===== config.mk =====
export PLATFORM = sky130hd
export DESIGN_NAME = mul_reservation_station_flat
export DESIGN_NICKNAME = d
export VERILOG_FILES = /design/src/rtl/mul_reservation_station_pkg.sv /design/src/rtl/mul_reservation_station_if.sv /design/src/rtl/mul_reservation_station_pick_ready.sv /design/src/rtl/mul_reservation_station.sv /design/src/flat_wrapper.sv
export SDC_FILE = /design/constraint.sdc
export NUM_CORES = 1
export LEC_CHECK = 0
export ABC_CLOCK_PERIOD_IN_PS = 10530
export BUFFER_PORTS_ARGS = -buffer_cell sky130_fd_sc_hd__buf_2
export CAP_MARGIN = 30
export CORE_UTILIZATION = 45
export CTS_CLUSTER_DIAMETER = 150
export DETAILED_ROUTE_END_ITERATION = 10
export PLACE_DENSITY = 0.67
export SETUP_SLACK_MARGIN = 0.02
export SLEW_MARGIN = 25
export SYNTH_ARGS = -nofsm -noshare
export SYNTH_HDL_FRONTEND = slang
export SYNTH_HIERARCHICAL = 1
export SYNTH_SLANG_ARGS = --single-unit

===== constraint.sdc =====
create_clock -name clk -period 10.53 [get_ports clk]
set_clock_uncertainty 0.2 [all_clocks]
set_input_delay 1.5795 -clock clk [delete_from_list [all_inputs] [get_ports clk]]
set_output_delay 1.5795 -clock clk [all_outputs]
set_load 0.005 [all_outputs]

===== src/rtl/mul_reservation_station_pkg.sv =====
// Shared types for the multiplier reservation station.
// Entry state, the entry record and the "operand valid" tag value.
package mul_rs_pkg;

    localparam int RS_DATA_W = 32;
    localparam int RS_TAG_W  = 4;
    // Wide enough for any RS_DEPTH up to 8; unused upper bits stay zero.
    localparam int RS_AGE_W  = 3;

    localparam logic [RS_TAG_W-1:0] TAG_NONE = '0;

    typedef enum logic [1:0] {
        FREE  = 2'd0,
        WAIT  = 2'd1,
        READY = 2'd2,
        EXEC  = 2'd3
    } rs_state_t;

    typedef struct packed {
        rs_state_t               state;
        logic                    op_hi;
        logic [RS_DATA_W-1:0]    vj;
        logic [RS_TAG_W-1:0]     qj;
        logic [RS_DATA_W-1:0]    vk;
        logic [RS_TAG_W-1:0]     qk;
        logic [RS_AGE_W-1:0]     age;
    } rs_entry_t;

endpackage


===== src/rtl/mul_reservation_station_if.sv =====
// Dispatch, CDB and multiplier-side signals of the MUL reservation station.
// master = dispatch/CDB/multiplier environment, slave = the reservation station.
interface mul_reservation_station_if #(
    parameter int TAG_W  = 4,
    parameter int DATA_W = 32
);
    logic              disp_valid;
    logic              disp_ready;
    logic              disp_op_hi;
    logic [DATA_W-1:0] disp_vj;
    logic [TAG_W-1:0]  disp_qj;
    logic [DATA_W-1:0] disp_vk;
    logic [TAG_W-1:0]  disp_qk;
    logic [TAG_W-1:0]  disp_tag;
    logic              cdb_valid;
    logic [TAG_W-1:0]  cdb_tag;
    logic [DATA_W-1:0] cdb_data;
    logic              mul_start;
    logic [DATA_W-1:0] mul_src_a;
    logic [DATA_W-1:0] mul_src_b;
    logic [TAG_W-1:0]  mul_tag;
    logic              mul_op_hi;
    logic              unit_busy;

    modport master (
        output disp_valid, disp_op_hi, disp_vj, disp_qj, disp_vk, disp_qk,
               cdb_valid, cdb_tag, cdb_data,
        input  disp_ready, disp_tag, mul_start, mul_src_a, mul_src_b,
               mul_tag, mul_op_hi, unit_busy
    );

    modport slave (
        input  disp_valid, disp_op_hi, disp_vj, disp_qj, disp_vk, disp_qk,
               cdb_valid, cdb_tag, cdb_data,
        output disp_ready, disp_tag, mul_start, mul_src_a, mul_src_b,
               mul_tag, mul_op_hi, unit_busy
    );
endinterface


===== src/rtl/mul_reservation_station_pick_ready.sv =====
// Combinational picker: among masked entries choose the one with the
// largest age, ties going to the lowest index. With all-zero ages this is
// a plain lowest-index priority select.
module rs_pick_ready
    import mul_rs_pkg::*;
#(
    parameter int N     = 3,
    parameter int IDX_W = 2
) (
    input  logic [N-1:0]               mask,
    input  logic [N-1:0][RS_AGE_W-1:0] ages,
    output logic [IDX_W-1:0]           idx,
    output logic                       found
);
    logic [RS_AGE_W-1:0] best_age;

    // Scan upward, replacing the pick only on a strictly older entry.
    always_comb begin
        idx      = '0;
        found    = 1'b0;
        best_age = '0;
        for (int i = 0; i < N; i++) begin
            if (mask[i] && (!found || (ages[i] > best_age))) begin
                found    = 1'b1;
                idx      = IDX_W'(i);
                best_age = ages[i];
            end
        end
    end
endmodule


===== src/rtl/mul_reservation_station.sv =====
// Reservation station in front of the iterative multiplier.
// Allocates tags TAG_BASE+idx on dispatch, snoops the CDB for missing
// operands, issues one ready op at a time and frees it when the result
// for its tag appears on the CDB.
// Optional build macro MUL_RS_AGE_ORDER_EN: issue the oldest READY entry
// instead of the lowest-index one.
module mul_reservation_station
    import mul_rs_pkg::*;
#(
    parameter int               RS_DEPTH = 3,
    parameter int               TAG_W    = RS_TAG_W,
    parameter int               DATA_W   = RS_DATA_W,
    parameter logic [TAG_W-1:0] TAG_BASE = TAG_W'(8)
) (
    input  logic                     clk,
    input  logic                     reset,
    mul_reservation_station_if.slave rs
);
    localparam int IDX_W = (RS_DEPTH > 1) ? $clog2(RS_DEPTH) : 1;

    rs_entry_t                         entries_q [RS_DEPTH];
    rs_entry_t                         entries_n [RS_DEPTH];
    rs_entry_t                         entries_d [RS_DEPTH];
    rs_entry_t                         ent;
    logic                              busy_q, busy_n, busy_d;
    logic                              mul_start_q, mul_start_d;
    logic [DATA_W-1:0]                 mul_src_a_q, mul_src_a_d;
    logic [DATA_W-1:0]                 mul_src_b_q, mul_src_b_d;
    logic [TAG_W-1:0]                  mul_tag_q, mul_tag_d;
    logic                              mul_op_hi_q, mul_op_hi_d;
    logic [IDX_W-1:0]                  exec_idx_q, exec_idx_d;
    logic [RS_DEPTH-1:0]               free_mask, ready_mask;
    logic [RS_DEPTH-1:0][RS_AGE_W-1:0] zero_ages, ages_n;
    logic [IDX_W-1:0]                  alloc_idx, issue_idx;
    logic                              alloc_found, issue_found;
    logic                              disp_fire, complete;
`ifdef MUL_RS_AGE_ORDER_EN
    logic [RS_AGE_W-1:0]               freed_age;
`endif

    assign zero_ages = '0;

    // Free entries come from registered state only, so disp_ready is flop-driven.
    always_comb begin
        free_mask = '0;
        for (int i = 0; i < RS_DEPTH; i++) begin
            free_mask[i] = (entries_q[i].state == FREE);
        end
    end

    rs_pick_ready #(.N(RS_DEPTH), .IDX_W(IDX_W)) u_pick_free (
        .mask(free_mask), .ages(zero_ages), .idx(alloc_idx), .found(alloc_found)
    );

    // Entry update from snoop, completion and dispatch, ahead of issue.
    always_comb begin
        disp_fire  = rs.disp_valid && alloc_found;
        complete   = rs.cdb_valid && busy_q && (rs.cdb_tag == mul_tag_q);
`ifdef MUL_RS_AGE_ORDER_EN
        freed_age  = entries_q[exec_idx_q].age;
`endif
        ready_mask = '0;
        ages_n     = '0;
        ent        = '0;
        for (int i = 0; i < RS_DEPTH; i++) begin
            ent = entries_q[i];
            if (ent.state == WAIT && rs.cdb_valid) begin
                if (ent.qj != TAG_NONE && ent.qj == rs.cdb_tag) begin
                    ent.vj = rs.cdb_data;
                    ent.qj = TAG_NONE;
                end
                if (ent.qk != TAG_NONE && ent.qk == rs.cdb_tag) begin
                    ent.vk = rs.cdb_data;
                    ent.qk = TAG_NONE;
                end
                if (ent.qj == TAG_NONE && ent.qk == TAG_NONE) ent.state = READY;
            end
`ifdef MUL_RS_AGE_ORDER_EN
            // Ages stay a dense 0..n-1 ranking: bump on dispatch, close the gap on free.
            if (ent.state != FREE && !(complete && exec_idx_q == IDX_W'(i))) begin
                ent.age = ent.age + RS_AGE_W'(disp_fire)
                        - RS_AGE_W'(complete && (ent.age > freed_age));
            end
`endif
            if (complete && exec_idx_q == IDX_W'(i)) ent.state = FREE;
            if (disp_fire && alloc_idx == IDX_W'(i)) begin
                ent.op_hi = rs.disp_op_hi;
                ent.vj    = rs.disp_vj;
                ent.qj    = rs.disp_qj;
                ent.vk    = rs.disp_vk;
                ent.qk    = rs.disp_qk;
                ent.age   = '0;
                if (rs.cdb_valid && rs.disp_qj != TAG_NONE && rs.disp_qj == rs.cdb_tag) begin
                    ent.vj = rs.cdb_data;
                    ent.qj = TAG_NONE;
                end
                if (rs.cdb_valid && rs.disp_qk != TAG_NONE && rs.disp_qk == rs.cdb_tag) begin
                    ent.vk = rs.cdb_data;
                    ent.qk = TAG_NONE;
                end
                ent.state = (ent.qj == TAG_NONE && ent.qk == TAG_NONE) ? READY : WAIT;
            end
            entries_n[i]  = ent;
            ready_mask[i] = (ent.state == READY);
            ages_n[i]     = ent.age;
        end
        busy_n = busy_q && !complete;
    end

    rs_pick_ready #(.N(RS_DEPTH), .IDX_W(IDX_W)) u_pick_issue (
        .mask(ready_mask), .ages(ages_n), .idx(issue_idx), .found(issue_found)
    );

    // Issue: a freshly ready entry starts with a registered pulse one cycle later.
    always_comb begin
        entries_d   = entries_n;
        busy_d      = busy_n;
        mul_start_d = 1'b0;
        mul_src_a_d = mul_src_a_q;
        mul_src_b_d = mul_src_b_q;
        mul_tag_d   = mul_tag_q;
        mul_op_hi_d = mul_op_hi_q;
        exec_idx_d  = exec_idx_q;
        if (!busy_n && issue_found) begin
            entries_d[issue_idx].state = EXEC;
            busy_d      = 1'b1;
            mul_start_d = 1'b1;
            mul_src_a_d = entries_n[issue_idx].vj;
            mul_src_b_d = entries_n[issue_idx].vk;
            mul_op_hi_d = entries_n[issue_idx].op_hi;
            mul_tag_d   = TAG_BASE + TAG_W'(issue_idx);
            exec_idx_d  = issue_idx;
        end
    end

    // State registers; reset drops every entry.
    always_ff @(posedge clk or posedge reset) begin
        if (reset) begin
            for (int i = 0; i < RS_DEPTH; i++) entries_q[i] <= '0;
            busy_q      <= 1'b0;
            mul_start_q <= 1'b0;
            mul_src_a_q <= '0;
            mul_src_b_q <= '0;
            mul_tag_q   <= '0;
            mul_op_hi_q <= 1'b0;
            exec_idx_q  <= '0;
        end else begin
            for (int i = 0; i < RS_DEPTH; i++) entries_q[i] <= entries_d[i];
            busy_q      <= busy_d;
            mul_start_q <= mul_start_d;
            mul_src_a_q <= mul_src_a_d;
            mul_src_b_q <= mul_src_b_d;
            mul_tag_q   <= mul_tag_d;
            mul_op_hi_q <= mul_op_hi_d;
            exec_idx_q  <= exec_idx_d;
        end
    end

    assign rs.disp_ready = alloc_found;
    assign rs.disp_tag   = TAG_BASE + TAG_W'(alloc_idx);
    assign rs.mul_start  = mul_start_q;
    assign rs.mul_src_a  = mul_src_a_q;
    assign rs.mul_src_b  = mul_src_b_q;
    assign rs.mul_tag    = mul_tag_q;
    assign rs.mul_op_hi  = mul_op_hi_q;
    assign rs.unit_busy  = busy_q;
endmodule

===== src/flat_wrapper.sv =====
// flat-port wrapper written by rule: the top's interface ports become plain ports
module mul_reservation_station_flat import mul_rs_pkg::*;
#(
    parameter int               RS_DEPTH = 3,
    parameter int               TAG_W    = RS_TAG_W,
    parameter int               DATA_W   = RS_DATA_W,
    parameter logic [TAG_W-1:0] TAG_BASE = TAG_W'(8)
)
  (clk, reset, rs_disp_valid, rs_disp_op_hi, rs_disp_vj, rs_disp_qj, rs_disp_vk, rs_disp_qk, rs_cdb_valid, rs_cdb_tag, rs_cdb_data, rs_disp_ready, rs_disp_tag, rs_mul_start, rs_mul_src_a, rs_mul_src_b, rs_mul_tag, rs_mul_op_hi, rs_unit_busy);
  mul_reservation_station_if #(.TAG_W(TAG_W), .DATA_W(DATA_W)) rs_i ();
  input  logic clk;
  input  logic reset;
  input wire logic [$bits(rs_i.disp_valid)-1:0] rs_disp_valid;
  input wire logic [$bits(rs_i.disp_op_hi)-1:0] rs_disp_op_hi;
  input wire logic [$bits(rs_i.disp_vj)-1:0] rs_disp_vj;
  input wire logic [$bits(rs_i.disp_qj)-1:0] rs_disp_qj;
  input wire logic [$bits(rs_i.disp_vk)-1:0] rs_disp_vk;
  input wire logic [$bits(rs_i.disp_qk)-1:0] rs_disp_qk;
  input wire logic [$bits(rs_i.cdb_valid)-1:0] rs_cdb_valid;
  input wire logic [$bits(rs_i.cdb_tag)-1:0] rs_cdb_tag;
  input wire logic [$bits(rs_i.cdb_data)-1:0] rs_cdb_data;
  output wire logic [$bits(rs_i.disp_ready)-1:0] rs_disp_ready;
  output wire logic [$bits(rs_i.disp_tag)-1:0] rs_disp_tag;
  output wire logic [$bits(rs_i.mul_start)-1:0] rs_mul_start;
  output wire logic [$bits(rs_i.mul_src_a)-1:0] rs_mul_src_a;
  output wire logic [$bits(rs_i.mul_src_b)-1:0] rs_mul_src_b;
  output wire logic [$bits(rs_i.mul_tag)-1:0] rs_mul_tag;
  output wire logic [$bits(rs_i.mul_op_hi)-1:0] rs_mul_op_hi;
  output wire logic [$bits(rs_i.unit_busy)-1:0] rs_unit_busy;
  assign rs_i.disp_valid = rs_disp_valid;
  assign rs_i.disp_op_hi = rs_disp_op_hi;
  assign rs_i.disp_vj = rs_disp_vj;
  assign rs_i.disp_qj = rs_disp_qj;
  assign rs_i.disp_vk = rs_disp_vk;
  assign rs_i.disp_qk = rs_disp_qk;
  assign rs_i.cdb_valid = rs_cdb_valid;
  assign rs_i.cdb_tag = rs_cdb_tag;
  assign rs_i.cdb_data = rs_cdb_data;
  assign rs_disp_ready = rs_i.disp_ready;
  assign rs_disp_tag = rs_i.disp_tag;
  assign rs_mul_start = rs_i.mul_start;
  assign rs_mul_src_a = rs_i.mul_src_a;
  assign rs_mul_src_b = rs_i.mul_src_b;
  assign rs_mul_tag = rs_i.mul_tag;
  assign rs_mul_op_hi = rs_i.mul_op_hi;
  assign rs_unit_busy = rs_i.unit_busy;
  mul_reservation_station #(.RS_DEPTH(RS_DEPTH), .TAG_W(TAG_W), .DATA_W(DATA_W), .TAG_BASE(TAG_BASE)) u_core (.clk(clk), .reset(reset), .rs(rs_i));
endmodule

==> results of run 1 <==
-- cell usage in the layout (no fill, tap or decap), types with 25 or more instances in the layout --
cell type and instances:
nand2_1 111, o32a_1 32, or2_2 55, clkbuf_16 36
o21a_1 35, nand4_1 33, buf_2 185, a22o_1 104
dfrtp_1 304, o211ai_1 39, o21ai_0 113, a21oi_1 38
buf_4 25, a21boi_0 97, inv_1 65, nor2_1 60
and2_1 32
-- cell families (layout without fill, tap and decap cells) --
group                      Yosys count  after routing  share of synthesized area
AOI/OAI and AO/OA                  660            660                      0.311
DFF                                304            304                      0.485
muxes                                3              3                    0.00199
adders and majority gates           12             12                    0.00957
buffers and inverters              186            342                     0.0495
other                                2             23                   0.000478
xor gates and xnor gates            30             30                     0.0167
and+or+nand+nor                    380            380                      0.126
-- power by group through the flow --
stage | sequential [mW] | combinational (mW) | clock [mW]
after floorplan | 1.86 | 1.51 | 0
after global placement | 1.90 | 2.05 | 0
after detailed placement | 1.92 | 2.11 | 0
after CTS | 1.91 | 2.12 | 1.25
after global routing | 1.95 | 2.35 | 1.30
final | 1.91 | 2.17 | 1.23
-- synth_stat cells (all sizes together), types with 6 or more instances --
cell type and n:
a211o 16, a21boi 97, a21oi 49, a222oi 18, a22o 104, a22oi 15
a32oi 22, and2 32, and3 9, buf 36, clkbuf 81, dfrtp 304
ha 12, inv 67, nand2 113, nand3 14, nand4 33, nor2 62
nor3 12, nor4 8, o211ai 39, o21a 35, o21ai 137, o21bai 19
o22a 18, o22ai 17, o31ai 17, o32a 32, or2 68, or3 6
xnor2 14, xor2 16
-- tightest hold or removal path: cells and delay by family, from the launching register on --
family	cells	cell delay (ps)
and+or+nand+nor	2	120
DFF	1	320
-- layout make-up --
type | count | area, um^2
Timing Repair Buffer | 212 | 1140
Sequential cell | 304 | 7610
Inverter | 69 | 267
Fill cell | 3156 | 16200
Clock buffer | 45 | 1010
Multi-Input combinational cell | 1103 | 7520
Clock inverter | 16 | 149
Antenna cell | 5 | 12.5
Tap cell | 455 | 569
-- per-layer routing --
metal  up-vias  global-route usage
met5         -                   0
met4         4               0.113
met3       120              0.0557
met2       698               0.460
met1      7019               0.411
li1       6167                   -
-- registers in the layout, indices dropped and copies added, names as in the netlist, named ones only --
name	flops
u_core/entries_q	210
u_core/exec_idx_q	1
u_core/rs.mul_op_hi	1
u_core/rs.mul_src_a	32
u_core/rs.mul_src_b	32
u_core/rs.mul_start	1
u_core/rs.mul_tag	2
u_core/rs.unit_busy	1
-- path summary, 6_finish.rpt --
kind	endpoint	startpoint
max in group asynchronous	u_core/entries_q[168]$_DFF_PP0_	reset
min	u_core/entries_q[231]$_DFF_PP0_	u_core/entries_q[231]$_DFF_PP0_
min reg2reg	u_core/entries_q[231]$_DFF_PP0_	u_core/entries_q[231]$_DFF_PP0_
min in group asynchronous	u_core/rs.mul_src_a[26]$_DFFE_PP0P_	reset
max	u_core/rs.mul_src_b[25]$_DFFE_PP0P_	rs_cdb_tag[3]
max reg2reg	u_core/rs.mul_src_b[25]$_DFFE_PP0P_	u_core/entries_q[233]$_DFF_PP0_
==> results.sh, run 1 <==
export IMPL_status="completed"
export IMPL_area_growth_pct=16.4
export IMPL_drive_gt1_frac=0.212
export IMPL_cts_root_buf="clkbuf_16"
export IMPL_dpl_hpwl_um=32300
export IMPL_min_path_cells=2
export IMPL_wirelength_met1_um=22700
export IMPL_hold_buffers=0
export IMPL_hold_violations=0
export IMPL_syn_avg_cell_area_um2=9.95
export IMPL_crit_path_end_kind="register"
export IMPL_synth_ff_latch_count=304
export IMPL_cp_start_kind="input pin"
export IMPL_ant_nets=0
export IMPL_post_cts_buffers=0
export IMPL_die_x_um=189
export IMPL_power_density_nw_per_um2=290
export IMPL_grt_total_usage=0.297
export IMPL_slew_headroom=0.311
export IMPL_synthDistinctLibCells=74
export IMPL_drc=0
export IMPL_setup_viol=0
export IMPL_synth_edf_count=0
export IMPL_intPower_mw=3.36
export IMPL_leakagePower_nw=8.45
export IMPL_setup_slack_ps=3340
export IMPL_cts_resized=0
export IMPL_crit_path_frequent_cell="nand2_1"
export IMPL_finalCriticalPeriod_ps=7190
export IMPL_worst_path_max_fanout=42
export IMPL_wirelength_um=53300
export IMPL_final_area_um2=18300
export IMPL_final_util=0.530
export IMPL_yosys_top_cells_area="dfrtp_1, a22o_1, a21boi_0, o21ai_0, nand2_1"
export IMPL_power_mw=5.30
export IMPL_tightest_slew_ps=1030
export IMPL_seqPwrFrac=0.360
export IMPL_overflow=0
export IMPL_setup_tns_ps=0
export IMPL_wl_met3_um=4600
export IMPL_core_region_area_um2=34500
export IMPL_cts_made_buffers=35
export IMPL_hold_path_class="register to register"
export IMPL_synth_top_area_frac=0.485
export IMPL_viasPerCell=6.34
export IMPL_yosys_warnings=6
export IMPL_drtIter0Drc=1335
export IMPL_yosysSeqAreaShare=0.485
export IMPL_gp_congestion=0.906
export IMPL_cts_sinks=304
export IMPL_worstPathCellList="buf_2 -> xnor2_1 -> and3_1 -> nand3_1 -> a2111oi_2 -> nand2_1 -> nand2_1 -> nand2_1 -> ha_1 -> a21oi_2 -> o21ai_1 -> a21o_1 -> a32oi_1 -> ha_1 -> nor2b_1 -> o21ai_1 -> a211o_1 -> and3_1 -> nor2b_1 -> and3_2 -> buf_4 -> o211ai_1 -> o211ai_1"
export IMPL_syn_area_um2=15700
export IMPL_r2r_slack_ps=4190
export IMPL_drv_cap=0
export IMPL_io_pins=189
export IMPL_slowest_delay_ps=680
export IMPL_firstDrtPassIters=7
export IMPL_reg2regPathDepth=24
export IMPL_die_area_um2=35600
export IMPL_worstSkewPairLatency_ps=520
export IMPL_grt_pass1_wl_um=81800
export IMPL_clkTransAtPathRegs_ps=60
export IMPL_antenna_found_initial=9
export IMPL_placed_cells_incl_taps=2143
export IMPL_ir_drop_mv=0.142
export IMPL_cts_path_max_buffers=3
export IMPL_grt_pass1_vias=13800
export IMPL_rsz0062_at_grt="no"
export IMPL_clkPwrFrac=0.232
export IMPL_critical_path_top_delay_family="simple AND/OR/NAND/NOR gates"
export IMPL_top_layer="met5"
export IMPL_slew_violations=0
export IMPL_rows=68
export IMPL_period_share=0.683
export IMPL_cp_slowest_cell="a2111oi_2"
export IMPL_place_area_um2=17100
export IMPL_die_h_um=189
export IMPL_yosysTopAreaCell="dfrtp_1"
export IMPL_place_ws_ps=2990
export IMPL_wl_met2_um=24300
export IMPL_grt_max_degree=115
export IMPL_wire_per_inst_um=24.1
export IMPL_worstSetupPathType="input pin to register"
export IMPL_combPwrFrac=0.408
export IMPL_fmax_mhz=139
export IMPL_async_reset_ff_frac=1.00
export IMPL_worstPathRequired_ps=10730
export IMPL_cp_depth=23
export IMPL_swShare=0.367
export IMPL_nNetsFinal=1850
export IMPL_initial_core_util=0.455
export IMPL_io_buffer_count=185
export IMPL_cts_htree_levels=2
export IMPL_power_switching_mw=1.95
export IMPL_arrival_ps=7390
export IMPL_num_vias=14000
export IMPL_whs_ps=279
export IMPL_synthFlopType="dfrtp_1"
export IMPL_cp_buffers_inverters=2
export IMPL_fin_cells=2209
export IMPL_synth_cells=1577
export IMPL_cts_tree="yes"
(Power assumes the default switching activity.)
==> run 2, diff against run 1 <==
--- a/config.mk
+++ b/config.mk
@@ -5,7 +5,7 @@
 export SDC_FILE = /design/constraint.sdc
 export NUM_CORES = 1
 export LEC_CHECK = 0
-export ABC_CLOCK_PERIOD_IN_PS = 10530
+export ABC_CLOCK_PERIOD_IN_PS = 6600
 export BUFFER_PORTS_ARGS = -buffer_cell sky130_fd_sc_hd__buf_2
 export CAP_MARGIN = 30
 export CORE_UTILIZATION = 45
==> constraint.sdc (replaced) <==
create_clock -name clk -period 6.6 [get_ports clk]
set_clock_uncertainty 0.2 [all_clocks]
set_input_delay 0.99 -clock clk [delete_from_list [all_inputs] [get_ports clk]]
set_output_delay 0.99 -clock clk [all_outputs]
set_load 0.005 [all_outputs]
==> run 2 against run 1 <==
Utilization grew 0.57 points. Sequential cell count unchanged. Global-route usage shrank 0.37 points. Count of clock-buffer cells in the layout grew 9. Non-clock buffer count is 9 higher. Wire length is 1.6% lower. Largest cell class unchanged. Critical path depth is 1 lower. Sequential power grew 59%. Hold slack hardly changed. Final cell count rose by 0.41%. Largest power group unchanged. Sequential share of layout area is 0.44 points lower. Worst setup slack worse by 2900 ps.
==> results.sh, run 2 (synthesis gave the netlist of run 1 again) <==
export IMPL_wirelength_um=52400
export IMPL_cts_htree_levels=2
export IMPL_grt_max_degree=177
export IMPL_antenna_found_initial=8
export IMPL_hold_violations=0
export IMPL_num_vias=14000
export IMPL_clkTransAtPathRegs_ps=60
export IMPL_gp_congestion=0.898
export IMPL_cts_sinks=304
export IMPL_final_cell_mix="dfrtp_1, buf_2, o21ai_0"
export IMPL_setup_slack_ps=474
export IMPL_drv_cap=0
export IMPL_met1_usage=0.410
export IMPL_overflow=0
export IMPL_leakagePower_nw=8.53
export IMPL_tightest_slew_ps=1010
export IMPL_die_area_um2=35600
export IMPL_firstDrtPassIters=6
export IMPL_period_share=0.928
export IMPL_grt_total_usage=0.293
export IMPL_post_cts_buffers=0
export IMPL_drtIter0Drc=1319
export IMPL_worstPathRequired_ps=6790
export IMPL_drc=0
export IMPL_worst_path_max_fanout=33
export IMPL_final_util=0.536
export IMPL_swShare=0.359
export IMPL_rows=68
export IMPL_rsz0062_at_grt="no"
export IMPL_ant_nets=0
export IMPL_worstSetupPathType="input pin to register"
export IMPL_cts_made_buffers=35
export IMPL_cts_path_max_buffers=3
export IMPL_io_buffer_count=185
export IMPL_grtUsageMet2=0.453
export IMPL_arrival_ps=6320
export IMPL_viasPerCell=6.31
export IMPL_area_growth_pct=17.7
export IMPL_cts_root_buf="clkbuf_16"
export IMPL_place_area_um2=17200
export IMPL_cts_tree="yes"
export IMPL_crit_path_end_kind="register"
export IMPL_fmax_mhz=163
export IMPL_placed_cells_incl_taps=2150
export IMPL_status="completed"
export IMPL_die_x_um=189
export IMPL_largest_reg_flops=210
export IMPL_combPwrFrac=0.405
export IMPL_layout_commonest_cell="dfrtp_1"
export IMPL_io_pins=189
export IMPL_nNetsFinal=1859
export IMPL_grt_pass1_vias=13800
export IMPL_drive_gt1_frac=0.213
export IMPL_ir_drop_mv=0.234
export IMPL_initial_core_util=0.455
export IMPL_cp_start_kind="input pin"
export IMPL_hold_buffers=0
export IMPL_grt_pass1_wl_um=81300
export IMPL_place_ws_ps=106
export IMPL_cts_resized=0
export IMPL_setup_viol=0
export IMPL_top_usage_layer="met2"
export IMPL_regArea_um2=7610
export IMPL_clkPwrFrac=0.239
export IMPL_worstSkewPairLatency_ps=510
export IMPL_whs_ps=278
export IMPL_wire_per_inst_um=23.6
export IMPL_core_region_area_um2=34500
export IMPL_die_h_um=189
export IMPL_multi_input_area_um2=7520
export IMPL_regMostFlops="u_core/entries_q"
export IMPL_fillers=3091
export IMPL_intPower_mw=5.46
export IMPL_slew_headroom=0.327
export IMPL_fin_cells=2218
export IMPL_power_mw=8.52
export IMPL_power_switching_mw=3.06
export IMPL_setup_tns_ps=0
export IMPL_final_area_um2=18500
export IMPL_dpl_hpwl_um=32300
export IMPL_power_density_nw_per_um2=461
export IMPL_grtUsageMet3=0.0546
export IMPL_finalCriticalPeriod_ps=6130
export IMPL_slew_violations=0
export IMPL_seqPwrFrac=0.357
export IMPL_hold_path_class="register to register"
## run 2: worst paths after layout
| path | from | end | slack (ps) | depth (start not counted) |
|---|---|---|---|---|
| worst max-delay path | rs_cdb_tag[3] | u_core/rs.mul_src_b[1]$_DFFE_PP0P_ | 470 | 22 |
| worst min-delay path | u_core/entries_q[231]$_DFF_PP0_ | u_core/entries_q[231]$_DFF_PP0_ | 280 | 2 |
| min in group asynchronous | reset | u_core/entries_q[225]$_DFF_PP0_ | 460 | 3 |
| max in group asynchronous | reset | u_core/entries_q[56]$_DFF_PP0_ | 4900 | 4 |
| worst max register to register | u_core/entries_q[233]$_DFF_PP0_ | u_core/rs.mul_src_b[1]$_DFFE_PP0P_ | 500 | 23 |
| worst min register to register | u_core/entries_q[231]$_DFF_PP0_ | u_core/entries_q[231]$_DFF_PP0_ | 280 | 2 |
## run 2: layout make-up
class                      instances  share of cell area
antenna                            5            0.000677
sequential                       304               0.412
tap                              455              0.0308
timing repair buffer             221              0.0694
clock buffer                      54              0.0595
clock inverter                     7             0.00630
inverter                          69              0.0142
multi-input combinational       1103               0.407
## run 2: metal layers
metal  wire [um]  vias up
met5          34        -
met1       22600     6991
li1            -     6201
met4        1360        6
met3        4660       91
met2       23700      711
## run 2: power groups by stage
stage	sequential (mW)	combinational (mW)	clock, mW
2_1_floorplan	2.97	2.41	0
3_3_place_gp	3.04	3.28	0
3_5_place_dp	3.06	3.36	0
4_1_cts	3.03	3.39	2.06
5_1_grt	3.11	3.76	2.13
6_report	3.04	3.45	2.03
## run 2: critical path: stages
cell,delay [ps]
buf_2,320
xnor2_1,180
and4_1,350
a21boi_0,160
a2111oi_2,490
nand2_1,140
nand2_1,210
nand2_1,90
ha_1,320
a21oi_2,130
o21ai_1,100
a21o_1,220
a32oi_1,200
ha_1,260
nor2b_1,140
o21ai_1,180
a211o_1,150
and3_1,330
nand2b_1,200
or2_2,720
a21oi_1,100
a211o_1,300
